===== config.mk =====
export PLATFORM = sky130hd
export DESIGN_NAME = mipi_csi_rx_raw_depacker_gen
export DESIGN_NICKNAME = d
export VERILOG_FILES = /design/src/rtl/mipi_csi_rx_raw_depacker_gen.sv
export SDC_FILE = /design/constraint.sdc
export NUM_CORES = 1
export LEC_CHECK = 0
export CAP_MARGIN = 20
export CORE_MARGIN = 5
export CORE_UTILIZATION = 23
export DETAILED_ROUTE_END_ITERATION = 7
export DONT_BUFFER_PORTS = 1
export PLACE_DENSITY = 0.38
export SLEW_MARGIN = 20
export SYNTH_ARGS = -nofsm -noshare
export SYNTH_HDL_FRONTEND = slang
export SYNTH_SLANG_ARGS = --single-unit

===== constraint.sdc =====
create_clock -name clk_i -period 5.35 [get_ports clk_i]
set_clock_uncertainty 0.2 [all_clocks]
set_input_delay 0.535 -clock clk_i [delete_from_list [all_inputs] [get_ports clk_i]]
set_output_delay 0.535 -clock clk_i [all_outputs]
set_load 0.05 [all_outputs]

===== src/rtl/mipi_csi_rx_raw_depacker_gen.sv =====
// mipi_csi_rx_raw_depacker_gen: RAW8/10/12/14 byte-to-pixel gearbox with end-of-line flush and error pulses.
// Define DEPACKER_PIXEL_COUNT_EN to add the per-line pixel_count_o output.
module mipi_csi_rx_raw_depacker_gen #(
    parameter int LANES         = 4,
    parameter int PIXEL_WIDTH   = 16,
    parameter int PIXEL_PER_CLK = 4,
    parameter int BUF_BYTES     = 2*LANES + 2*PIXEL_PER_CLK
) (
    input  logic                                 clk_i,
    input  logic                                 reset_n_i,
    input  logic                                 data_valid_i,
    input  logic [8*LANES-1:0]                   data_i,
    input  logic [2:0]                           packet_type_i,
    output logic                                 output_valid_o,
    output logic [PIXEL_WIDTH*PIXEL_PER_CLK-1:0] output_o,
    output logic                                 line_end_o,
    output logic                                 err_partial_o,
    output logic                                 err_type_o,
`ifdef DEPACKER_PIXEL_COUNT_EN
    output logic [15:0]                          pixel_count_o,
`endif
    output logic                                 err_overrun_o
);
    localparam int GROUPS = PIXEL_PER_CLK / 4;
    localparam int FW     = $clog2(BUF_BYTES + LANES + 1);
    localparam int BW     = 8 * BUF_BYTES;

    typedef enum logic [1:0] {IDLE, ACTIVE, DROP, FLUSH} state_t;

    if (PIXEL_PER_CLK % 4 != 0 || PIXEL_PER_CLK < LANES ||
        !(LANES == 1 || LANES == 2 || LANES == 4 || LANES == 8) ||
        PIXEL_WIDTH < 14 || PIXEL_WIDTH > 16) begin : g_param_check
        $error("mipi_csi_rx_raw_depacker_gen: illegal LANES/PIXEL_PER_CLK/PIXEL_WIDTH");
    end

    state_t                               state_q, state_d;
    logic [2:0]                           type_q;
    logic [FW-1:0]                        fill_q, fill_d, need, fill_shift, fill_sum;
    logic [BW-1:0]                        buf_q, buf_d;
    logic                                 supported, start, emit, append, overflow, flush_done;
    logic [PIXEL_WIDTH*PIXEL_PER_CLK-1:0] pix;
    logic [15:0]                          p8, p10, p12, p14, p;
    logic [23:0]                          l14;

    assign supported = packet_type_i inside {3'd0, 3'd3, 3'd4, 3'd5};
    assign need = type_q == 3'd3 ? FW'(PIXEL_PER_CLK * 5 / 4) :
                  type_q == 3'd4 ? FW'(PIXEL_PER_CLK * 6 / 4) :
                  type_q == 3'd5 ? FW'(PIXEL_PER_CLK * 7 / 4) : FW'(PIXEL_PER_CLK);

    always_ff @(posedge clk_i or negedge reset_n_i)
        if (!reset_n_i) state_q <= IDLE;
        else state_q <= state_d;

    always_comb begin
        state_d = state_q == IDLE   ? (data_valid_i ? (supported ? ACTIVE : DROP) : IDLE) :
                  state_q == ACTIVE ? (data_valid_i ? ACTIVE : FLUSH) :
                  state_q == DROP   ? (data_valid_i ? DROP : IDLE) :
                  (emit ? FLUSH : IDLE);
    end

    always_comb begin
        start      = state_q == IDLE && data_valid_i;
        emit       = (state_q == ACTIVE || state_q == FLUSH) && fill_q >= need;
        append     = data_valid_i && (state_q == ACTIVE || (start && supported));
        flush_done = state_q == FLUSH && !emit;
        fill_shift = emit ? fill_q - need : fill_q;
        fill_sum   = fill_shift + (append ? FW'(LANES) : FW'(0));
        overflow   = fill_sum > FW'(BUF_BYTES);
        fill_d     = flush_done ? '0 : overflow ? FW'(BUF_BYTES) : fill_sum;
    end

    // Bytes above fill are kept zero so new bytes can be OR-ed in after the shift.
    assign buf_d = flush_done ? '0 :
                   (emit ? buf_q >> (8 * need) : buf_q) |
                   (append ? BW'(data_i) << (8 * fill_shift) : '0);

    always_comb begin
        pix = '0;
        p8  = '0;
        p10 = '0;
        p12 = '0;
        p14 = '0;
        p   = '0;
        l14 = '0;
        for (int g = 0; g < GROUPS; g++) begin
            for (int i = 0; i < 4; i++) begin
                p8  = {buf_q[8*(4*g+i) +: 8], 8'h00};
                p10 = {buf_q[8*(5*g+i) +: 8], 2'(buf_q[8*(5*g+4) +: 8] >> (2*i)), 6'h00};
                p12 = {buf_q[8*(6*g+(i < 2 ? i : i+1)) +: 8],
                       4'(buf_q[8*(6*g+(i < 2 ? 2 : 5)) +: 8] >> (4*(i%2))), 4'h0};
                l14 = buf_q[8*(7*g+4) +: 24];
                p14 = {buf_q[8*(7*g+i) +: 8], l14[6*i +: 6], 2'h0};
                p   = type_q == 3'd3 ? p10 : type_q == 3'd4 ? p12 : type_q == 3'd5 ? p14 : p8;
                pix[PIXEL_WIDTH*(4*g+i) +: PIXEL_WIDTH] = p[15 -: PIXEL_WIDTH];
            end
        end
    end

    always_ff @(posedge clk_i or negedge reset_n_i) begin
        if (!reset_n_i) begin
            type_q         <= '0;
            fill_q         <= '0;
            buf_q          <= '0;
            output_valid_o <= 1'b0;
            output_o       <= '0;
            line_end_o     <= 1'b0;
            err_partial_o  <= 1'b0;
            err_type_o     <= 1'b0;
            err_overrun_o  <= 1'b0;
        end else begin
            if (start) type_q <= packet_type_i;
            fill_q         <= fill_d;
            buf_q          <= buf_d;
            output_valid_o <= emit;
            if (emit) output_o <= pix;
            line_end_o     <= flush_done;
            err_partial_o  <= flush_done && fill_q != '0;
            err_type_o     <= start && !supported;
            err_overrun_o  <= (state_q == FLUSH && data_valid_i) || overflow;
        end
    end

`ifdef DEPACKER_PIXEL_COUNT_EN
    logic [16:0] pc_sum;
    assign pc_sum = {1'b0, pixel_count_o} + 17'(PIXEL_PER_CLK);

    always_ff @(posedge clk_i or negedge reset_n_i)
        if (!reset_n_i) pixel_count_o <= '0;
        else if (start && supported) pixel_count_o <= '0;
        else if (emit) pixel_count_o <= pc_sum[16] ? 16'hFFFF : pc_sum[15:0];
`endif
endmodule


== Word-level counts from Yosys, hierarchy flattened ==
Cells that the tools add are included.

* Input bits: 38
* Logic and storage cells: 73
* Register bits: 207

* $add $sub $neg: 2
* Shift-type cells: 2
* Multiplexer cells: 30
* Bitwise operators: 1
* Reduce and logical (&&, ||, !) cells: 17
* Equal/unequal tests: 9
* Order comparisons: 2

{| class="wikitable"
|+ Operators by type and width
! operator !! number
|-
| 128-bit 2-to-1 mux || 3
|-
| 128-bit bitwise OR || 1
|-
| 32-bit by 8-bit left shift with 128-bit output || 1
|-
| 128-bit by 6-bit >> shifter with 128-bit output || 1
|-
| 16-bit 2-to-1 mux || 4
|-
| 8-bit 2-to-1 mux || 8
|-
| 2-bit 2-to-1 mux || 11
|-
| 5-bit 2-to-1 mux || 3
|-
| 3-bit equality test, second input constant || 4
|-
| 1-bit logical AND || 8
|-
| 3-bit by 2-bit equality test with 1-bit output, second input constant || 2
|-
| 5-bit by 3-bit adder with 5-bit output || 1
|-
| 5-bit by 3-bit greater-or-equal comparator with 1-bit output || 1
|-
| 5-bit greater-than comparator, second input constant || 1
|-
| 5-bit nonzero test || 1
|-
| 5-bit by 3-bit subtractor with 5-bit output || 1
|-
| 2-bit equality test, second input constant || 2
|-
| 4-bit nonzero test || 1
|-
| 3-bit zero test || 1
|-
| 1-bit logical OR || 3
|-
| 3-bit 2-to-1 mux || 1
|-
| 2-bit by 1-bit equality test with 1-bit output, second input constant || 1
|-
| 1-bit zero test || 2
|-
| 2-bit zero test || 1
|}

== Longest topological paths before layout ==
Gate-level depths: netlist of the first run.

* Depth in word-level cells: 11
* Depth in mapped cells: 19
* Depth with buffers taken out: 14

== Worst setup path before layout of the first run ==
No wires, ideal clock.

* Path type: register to register
* Start: register type_q[2]
* End: register err_overrun_o
* Setup time: 0.120 ns
* Arrival: 3.962 ns
* Clock period less this slack: 4.282 ns
* Setup slack: 1.068 ns
* Cell stages (with the launch flop): 20
* Cells stage by stage: dfrtp_1 clkbuf_2 and2b_1 inv_1 buf_1 buf_2 buf_2 ha_1 a311o_1 nor3_1 o22ai_2 inv_1 buf_2 buf_2 buf_2 ha_1 ha_1 xnor2_1 a21oi_1 a31o_2

* Longest elaborated chain between the ends: 10
* Elaborated cells on any way between the ends: 13
* Those cells by class: 2 x add/sub; 2 x order compare; 3 x eq/ne; 4 x mux; 2 x reduce/logical

{| class="wikitable"
|+ RTL lines
! element !! line !! RTL
|-
| start, declared || 37 || <nowiki>logic [2:0] type_q;</nowiki>
|-
| start signal, assigned || 111 || <nowiki>if (start) type_q <= packet_type_i;</nowiki>
|-
| 3-bit equality test || 48 || <nowiki>type_q == 3'd5 ? FW'(PIXEL_PER_CLK * 7 / 4) : FW'(PIXEL_PER_CLK);</nowiki>
|-
| 2-bit 2-to-1 mux || 48 ||
|-
| 2-bit 2-to-1 mux || 47 || <nowiki>type_q == 3'd4 ? FW'(PIXEL_PER_CLK * 6 / 4) :</nowiki>
|-
| 2-bit 2-to-1 mux (*) || 46 || <nowiki>assign need = type_q == 3'd3 ? FW'(PIXEL_PER_CLK * 5 / 4) :</nowiki>
|-
| 5-bit by 3-bit greater-or-equal comparator with 1-bit output || 63 || <nowiki>emit = (state_q == ACTIVE || state_q == FLUSH) && fill_q >= need;</nowiki>
|-
| 1-bit logical AND || 63 ||
|-
| 5-bit 2-to-1 mux (*) || 66 || <nowiki>fill_shift = emit ? fill_q - need : fill_q;</nowiki>
|-
| 5-bit by 3-bit adder with 5-bit output (*) || 67 || <nowiki>fill_sum = fill_shift + (append ? FW'(LANES) : FW'(0));</nowiki>
|-
| 5-bit greater-than comparator (*) || 68 || <nowiki>overflow = fill_sum > FW'(BUF_BYTES);</nowiki>
|-
| 1-bit logical OR (*) || 119 || <nowiki>err_overrun_o <= (state_q == FLUSH && data_valid_i) || overflow;</nowiki>
|-
| end signal, assigned || 119 ||
|-
| end, declared || 22 || <nowiki>output logic err_overrun_o</nowiki>
|}

Every way passes the cells marked *; elsewhere a longest branch is shown, timed or not.
A chain may end at the register's enable or synchronous reset.

== Worst setup path in the final report of the first run ==
* Start: register type_q[2]
* End: register buf_q[48]

* Longest elaborated chain between the ends: 11
* Elaborated cells on any way between the ends: 18
* Those cells by class: 1 x add/sub; 1 x order compare; 3 x eq/ne; 2 x shift; 7 x mux; 1 x bitwise; 3 x reduce/logical

{| class="wikitable"
|+ RTL lines
! element !! line !! RTL
|-
| 3-bit equality test || 48 ||
|-
| 2-bit 2-to-1 mux || 48 ||
|-
| 2-bit 2-to-1 mux || 47 ||
|-
| 2-bit 2-to-1 mux (*) || 46 ||
|-
| 5-bit by 3-bit greater-or-equal comparator with 1-bit output || 63 ||
|-
| 1-bit logical AND || 63 ||
|-
| 5-bit 2-to-1 mux || 66 ||
|-
| 32-bit by 8-bit left shift with 128-bit output || 75 || <nowiki>(append ? BW'(data_i) << (8 * fill_shift) : '0);</nowiki>
|-
| 128-bit 2-to-1 mux || 75 ||
|-
| 128-bit bitwise OR || 74 || <nowiki>(emit ? buf_q >> (8 * need) : buf_q) |</nowiki>
|-
| 128-bit 2-to-1 mux (*) || 73 || <nowiki>assign buf_d = flush_done ? '0 :</nowiki>
|-
| net buf_d[48] || 39 || <nowiki>logic [BW-1:0] buf_q, buf_d;</nowiki>
|-
| end signal, assigned || 113 || <nowiki>buf_q <= buf_d;</nowiki>
|-
| end, declared || 39 ||
|}

Mark *: on every way through the listed nets, which the timed path passes. The rest lies on a longest branch.

==> summary.md, run 1 <==
| Metric | Value |
|---|---|
| Failing checks | `negative hold slack` |
| Syn Area/Cell | `9.815 µm²` |
| Post-synth EDFFs | `0` |
| Drt first pass iters | `6` |
| Syn Inst Count | `1328` |
| Setup-failing EPs final | `0` |
| Syn. warnings | `0` |
| Clock sinks | `199` |
| Compound-gate portion of the synthesized area | `22.28%` |
| Power Density | `772.1 nW/µm²` |
| Xor and xnor area share after synthesis | `0.1344%` |
| Unrepaired setup endpoints after global routing | `no` |
| Peak supply drop | `1.628 mV` |
| Die area | `61530 µm²` |
| Synth-to-layout area growth | `10.74%` |
| # IOs | `107` |
| Placed cell count | `1998` |
| Reg2reg start | `type_q[2]` |
| Post-cts sizing count | `0` |
| Synth Flop Type | `dfrtp_1` |
| R2R Setup Slk | `0.95 ns` |
| CP Depth | `13` |
| Fmax | `227.4 MHz` |
| Async SR Flop Fraction | `100.0%` |
| Top delay family on crit path | `simple AND/OR/NAND/NOR gates` |
| DIE WIDTH | `248.1 µm` |
| Setup ws final | `0.9534 ns` |
| RR Endpoint | `buf_q[48]` |
| Simple-gate share of the synthesized area | `14.40%` |
| Max-cap violations | `0` |
| WHS | `-0.4120 ns` |
| Routed length per instance | `29.88 µm` |
| Crit path max fanout | `25` |
| Slew headroom | `28.37%` |
| Die Height | `248.1 µm` |
| CTS Hold Buffers Added | `9` |
| Pin count of the biggest net entering global routing | `200` |
| Fin. max-slew vios | `0` |
| Synthesized area | `13030 µm²` |
| Post-CTS setup buffer count | `0` |
| Fillers | `6074` |
| Synth top area cells | `dfrtp_1 (38%), mux4_2 (10%), mux2i_1 (7.1%), nand2_1 (4.9%), o211ai_1 (2.5%)` |
| Reg2Reg Depth | `13` |
| CP cell instances | `buf_4 > nor2b_1 > o21ai_4 > inv_1 > ha_1 > inv_1 > fa_1 > and2_1 > o21ai_0 > o41ai_1 > nor4_4 > nand3_1 > o221ai_1` |
| Slowest-stage cell, CP | `nand3_1` |
| CP Buf/Inv Count | `3` |
| Worst setup path class | `reg -> reg` |
| Startpoint types | `register` |
| Total number of vias | `11830` |
| Critical path's most frequent cell | `inv_1` |
| Critical path's largest stage delay | `0.63 ns` |
| Multiplexer area fraction after synthesis | `18.93%` |
| Final TNS setup | `0 ns` |
| Min-Delay Path Class | `in -> async` |
| Post-synth top area share | `38.21%` |
| Non-filler cells, final | `2042` |
| Slew of the pin with the lowest slew margin | `1.074 ns` |
| CTS max path bufs | `2` |
| Clock Pin Slew Worst Setup and Hold Paths | `0.08 ns` |
| Root buffer cell | `clkbuf_16` |
| Initial core utilization | `23.16%` |
| Final period utilization | `82.18%` |
| Final WL | `61010 µm` |
| Static Leak | `5.684 nW` |
| Initial antenna violation count | `1` |
| Wire length of the first global-routing pass | `87650 µm` |
| Core Rows | `87` |
| Critical path arrival | `4.54 ns` |
| Critical path endpoint category | `register` |
| Seq cells post-synth | `199` |
| Detailed-route DRC error count | `0` |
| Synth unique cells | `76` |
| Worst skew pair latency | `0.47 ns` |
| CTS buffer count | `17` |
| Grt ovf | `0` |
| Final nets | `1314` |
| Final HPWL DP | `42350 µm` |
| Fin crit period | `4.397 ns` |
| Level count of the clock H-tree | `4` |
| Vias in the first global route | `11170` |
| Antenna viol nets, final | `0` |
| Vias/cell | `5.791` |
| Port Buf Inserts | `0` |
| Total GRT Usage | `19.50%` |
| Critical Path RT | `5.49 ns` |
| Post-synth top area cell | `dfrtp_1` |
| Drt initial violations | `1452` |
| Core Area | `56280 µm²` |
| Final Hold Viols | `199` |
| Proportion of layout cells with a drive suffix above 1 | `14.25%` |
| Adder-cell area share of the yosys netlist | `0.5376%` |
| Largest family of logic cells by synthesized area | `compound AO/OA/AOI/OAI gates` |
| Register area share after synthesis | `38.21%` |
| CTS tree | `built` |
| Outcome | `finished with violations` |
| RePlAce Congestion | `0.8466` |
| Dpl ws | `0.9386 ns` |
-- per-stage QoR --
step           power [mW]  hold slack [ns]  instance area (µm²)  utilization (%)
2_1_floorplan       7.490          0.03941                13060                -
3_3_place_gp        9.751          0.06166                13760            24.45
3_5_place_dp        9.746          0.06136                13760            24.45
4_1_cts             11.13          -0.4470                14410            25.61
5_1_grt             11.73          -0.4558                14430            25.64
6_report            11.15          -0.4120                14430            25.65
-- sequential cells by signal (all words and copies together), names as in the netlist, 2 cells and up --
register / count
buf_q: 128
fill_q: 5
output_o: 56
state_q: 2
type_q: 3
-- cell usage in the layout (no fill, tap or decap), drive strengths merged, types with 9 or more instances in the layout --
master,n
mux4,59
nand3,35
o21ai,71
o31ai,11
o211ai,44
dlygate4sd3,10
nand2,169
a22oi,26
and2,24
o22ai,50
mux2i,92
and3,43
nand4,34
a21oi,62
o221ai,38
a32oi,24
buf,47
dfrtp,199
inv,20
a221oi,28
o311ai,9
mux2,19
nor2,66
o2111a,9
clkbuf,18
-- cell families (layout without fill, tap and decap cells) --
logic type,count (synthesis),count (layout)
flops,199,199
other cells,1,10
compound gates,406,406
mux,170,170
simple gates,393,393
buf+inv,152,101
fa+ha+maj,5,5
xor+xnor,2,2
-- synthesized netlist by cell type, types with 8 or more instances --
master and count:
dfrtp_1 199, nand2_1 169, mux2i_1 92, clkbuf_1 69
o21ai_0 66, nor2_1 64, a21oi_1 59, mux4_2 58
o22ai_1 49, o211ai_1 44, and3_1 43, o221ai_1 37
nand3_1 34, nand4_1 34, buf_2 32, a221oi_1 28
a22oi_1 26, a32oi_1 24, and2_1 21, mux2_2 19
buf_1 18, inv_1 12, buf_4 11, o2111a_1 9
o311ai_0 9, a311oi_1 8, buf_6 8, o2bb2ai_1 8
o31ai_1 8
-- layout make-up --
cell class	instances	area (µm²)	area share, %
repair buffers	57	490.5	3.398
inverters	12	47.55	0.3294
clock buffers	18	429.2	2.973
well taps	756	945.9	6.553
diodes	2	5.005	0.03467
multi-input cells	984	7400	51.27
flip-flops and latches	199	4980	34.50
clock inverters	14	136.4	0.9449
-- layer usage --
| layer | share of wire [%] | vias to the layer above | global-route usage [%] |
|---|---|---|---|
| li1 | - | 5042 | - |
| met1 | 48 | 6177 | 29.75 |
| met2 | 43 | 561 | 28.19 |
| met3 | 8.3 | 46 | 5.011 |
| met4 | 1.1 | 0 | 3.052 |
| met5 | 0 | - | 0 |
-- worst max-delay path by stage --
stage                     slack (ns)             to      start
final                           0.95      buf_q[48]  type_q[2]
after detailed placement        0.94      buf_q[48]  type_q[2]
after CTS                       0.93      buf_q[48]  type_q[2]
after global routing            0.62      buf_q[52]  type_q[2]
after global placement          0.98      buf_q[48]  type_q[2]
after floorplan                 1.07  err_overrun_o  type_q[2]
-- where the power goes --
group          total [mW]  switching, mW  internal, mW
logic                6.29           4.08          2.22
registers            3.51           1.43          2.08
clock network        1.34          0.683         0.657
total                11.1           6.19          4.96
(Power assumes the default switching activity.)
==> inputs of run 2 (changes only) <==
- PLACE_DENSITY: 0.38 -> 0.39
- clock period: 5.35 -> 3.9 ns (I/O delays scaled with it)
==> run 2 against run 1 <==
The flow still finishes with violations (negative hold slack). Sequential power rose by 37%. Setup slack got worse by 0.75 ns. Die area did not move. Flip-flop and latch count did not move. Via count rose by 3.4%. Register-to-register slack got worse by 0.75 ns. Critical path type unchanged. Largest power group unchanged. Sequential share of layout area fell by 1.9 points. Core utilization rose by 1.5 points. Critical endpoint is now buf_q[44]. Maximum frequency rose by 19%.
==> summary.md, run 2 (synthesis results as in run 1) <==
| Metric | Value |
|---|---|
| Outcome | `finished with violations` |
| Failing checks | `negative hold slack` |
| Static Leak | `6.095 nW` |
| Most frequent cells in the layout | `dfrtp_1 (199), nand2_1 (167), mux2i_1 (92), buf_4 (89), o21ai_0 (66)` |
| Final nets | `1394` |
| Die Height | `248.1 µm` |
| Pin count of the biggest net entering global routing | `200` |
| Area after DPL | `14320 µm²` |
| Setup ws final | `0.2039 ns` |
| Proportion of layout cells with a drive suffix above 1 | `18.04%` |
| Final Hold Viols | `199` |
| Critical path arrival | `3.90 ns` |
| Dpl ws | `0.1417 ns` |
| Non-filler cells, final | `2121` |
| WHS | `-0.5709 ns` |
| Power Density | `1057 nW/µm²` |
| Vias in the first global route | `11730` |
| # IOs | `107` |
| Die area | `61530 µm²` |
| CTS tree | `built` |
| Final HPWL DP | `43300 µm` |
| Util after Layout | `27.17%` |
| Drt first pass iters | `5` |
| Unrepaired setup endpoints after global routing | `no` |
| Worst skew pair latency | `0.48 ns` |
| Largest Register | `buf_q` |
| RePlAce Congestion | `0.8762` |
| Max reg flops | `128` |
| Min-Delay Path Class | `in -> async` |
| Slew of the pin with the lowest slew margin | `1.171 ns` |
| Total number of vias | `12220` |
| Critical Path RT | `4.10 ns` |
| Initial antenna violation count | `2` |
| Final TNS setup | `0 ns` |
| Core Rows | `87` |
| Routed length per instance | `29.80 µm` |
| Post-CTS setup buffer count | `0` |
| Peak supply drop | `0.5614 mV` |
| Final WL | `63200 µm` |
| Initial core utilization | `23.16%` |
| Biggest regs | `buf_q (128), output_o (56), fill_q (5)` |
| Placed cell count | `2052` |
| Startpoint types | `register` |
| Total GRT Usage | `20.24%` |
| Worst setup path class | `reg -> reg` |
| CTS buffer count | `17` |
| Clock Pin Slew Worst Setup and Hold Paths | `0.09 ns` |
| Core Area | `56280 µm²` |
| Drt initial violations | `1643` |
| Synth-to-layout area growth | `17.34%` |
| Wire length of the first global-routing pass | `91320 µm` |
| Fmax | `270.6 MHz` |
| Clock sinks | `199` |
| Final period utilization | `94.77%` |
| Root buffer cell | `clkbuf_16` |
| Setup-failing EPs final | `0` |
| Level count of the clock H-tree | `4` |
| Fin. max-slew vios | `0` |
| Slew headroom | `21.94%` |
| Crit path max fanout | `12` |
| Fin crit period | `3.696 ns` |
| Vias/cell | `5.763` |
| Finished Cell Area | `15290 µm²` |
| Detailed-route DRC error count | `0` |
| Grt ovf | `0` |
| Antenna viol nets, final | `0` |
| CTS Hold Buffers Added | `36` |
| Commonest non-fill, non-tap cell in the layout | `dfrtp_1` |
| Fillers | `6011` |
| DIE WIDTH | `248.1 µm` |
| CTS max path bufs | `2` |
| Max-cap violations | `0` |
| Pwr Total | `16.17 mW` |
| Critical path endpoint category | `register` |
| Port Buf Inserts | `0` |
[run 2: timing repair]
action / CTS / global route
hold endpoints to repair: 250 / 199
setup endpoints to repair: 0 / 26
gates resized for setup: 0 / 4
[run 2: final timing paths]
check / startpoint / to / slack [ns] / depth (start not counted)
setup / recovery: type_q[1] / buf_q[44] / 0.20 / 13
hold / removal: reset_n_i / output_o[61] / -0.57 / 0
setup reg to reg: type_q[1] / buf_q[44] / 0.20 / 13
hold reg to reg: buf_q[4] / output_o[12] / 0.29 / 2
max in group asynchronous: reset_n_i / buf_q[98] / 3.70 / 0
min in group clk_i: data_i[23] / buf_q[71] / 0.03 / 2
[run 2: layer usage]
layer | part of all wire (%) | global-route usage [%] | wire length [µm]
met5 | 0.021 | 0 | 13
met4 | 1.1 | 3.035 | 696
met3 | 11 | 6.406 | 6861
met2 | 41 | 28.27 | 26120
met1 | 47 | 31.00 | 29510
[run 2: final cells by class]
| type | count | area, µm² | share of cell area [%] |
|---|---|---|---|
| antenna | 1 | 2.502 | 0.01636 |
| clock buffer | 18 | 439.2 | 2.872 |
| clock inverter | 14 | 156.4 | 1.023 |
| inverter | 12 | 47.55 | 0.3109 |
| multi-input combinational | 984 | 7453 | 48.74 |
| sequential | 199 | 4980 | 32.56 |
| tap | 756 | 945.9 | 6.185 |
| timing repair buffer | 137 | 1269 | 8.296 |
[run 2: critical path: stages, from the launching register on]
cell     delay (ns)
dfrtp_1        0.41
and2b_1        0.27
buf_4          0.16
inv_2          0.04
ha_1           0.33
a311o_1        0.33
nand2_1        0.21
buf_4          0.27
nand3_1        0.10
buf_4          0.20
a21oi_2        0.49
a22oi_1        0.21
buf_4          0.22
o22ai_1        0.16
[run 2: power breakdown]
group / internal (mW) / switching [mW] / leakage (nW)
logic: 3.61 / 5.86 / 3.20
registers: 2.86 / 1.94 / 2.61
clock network: 0.933 / 0.970 / 0.286
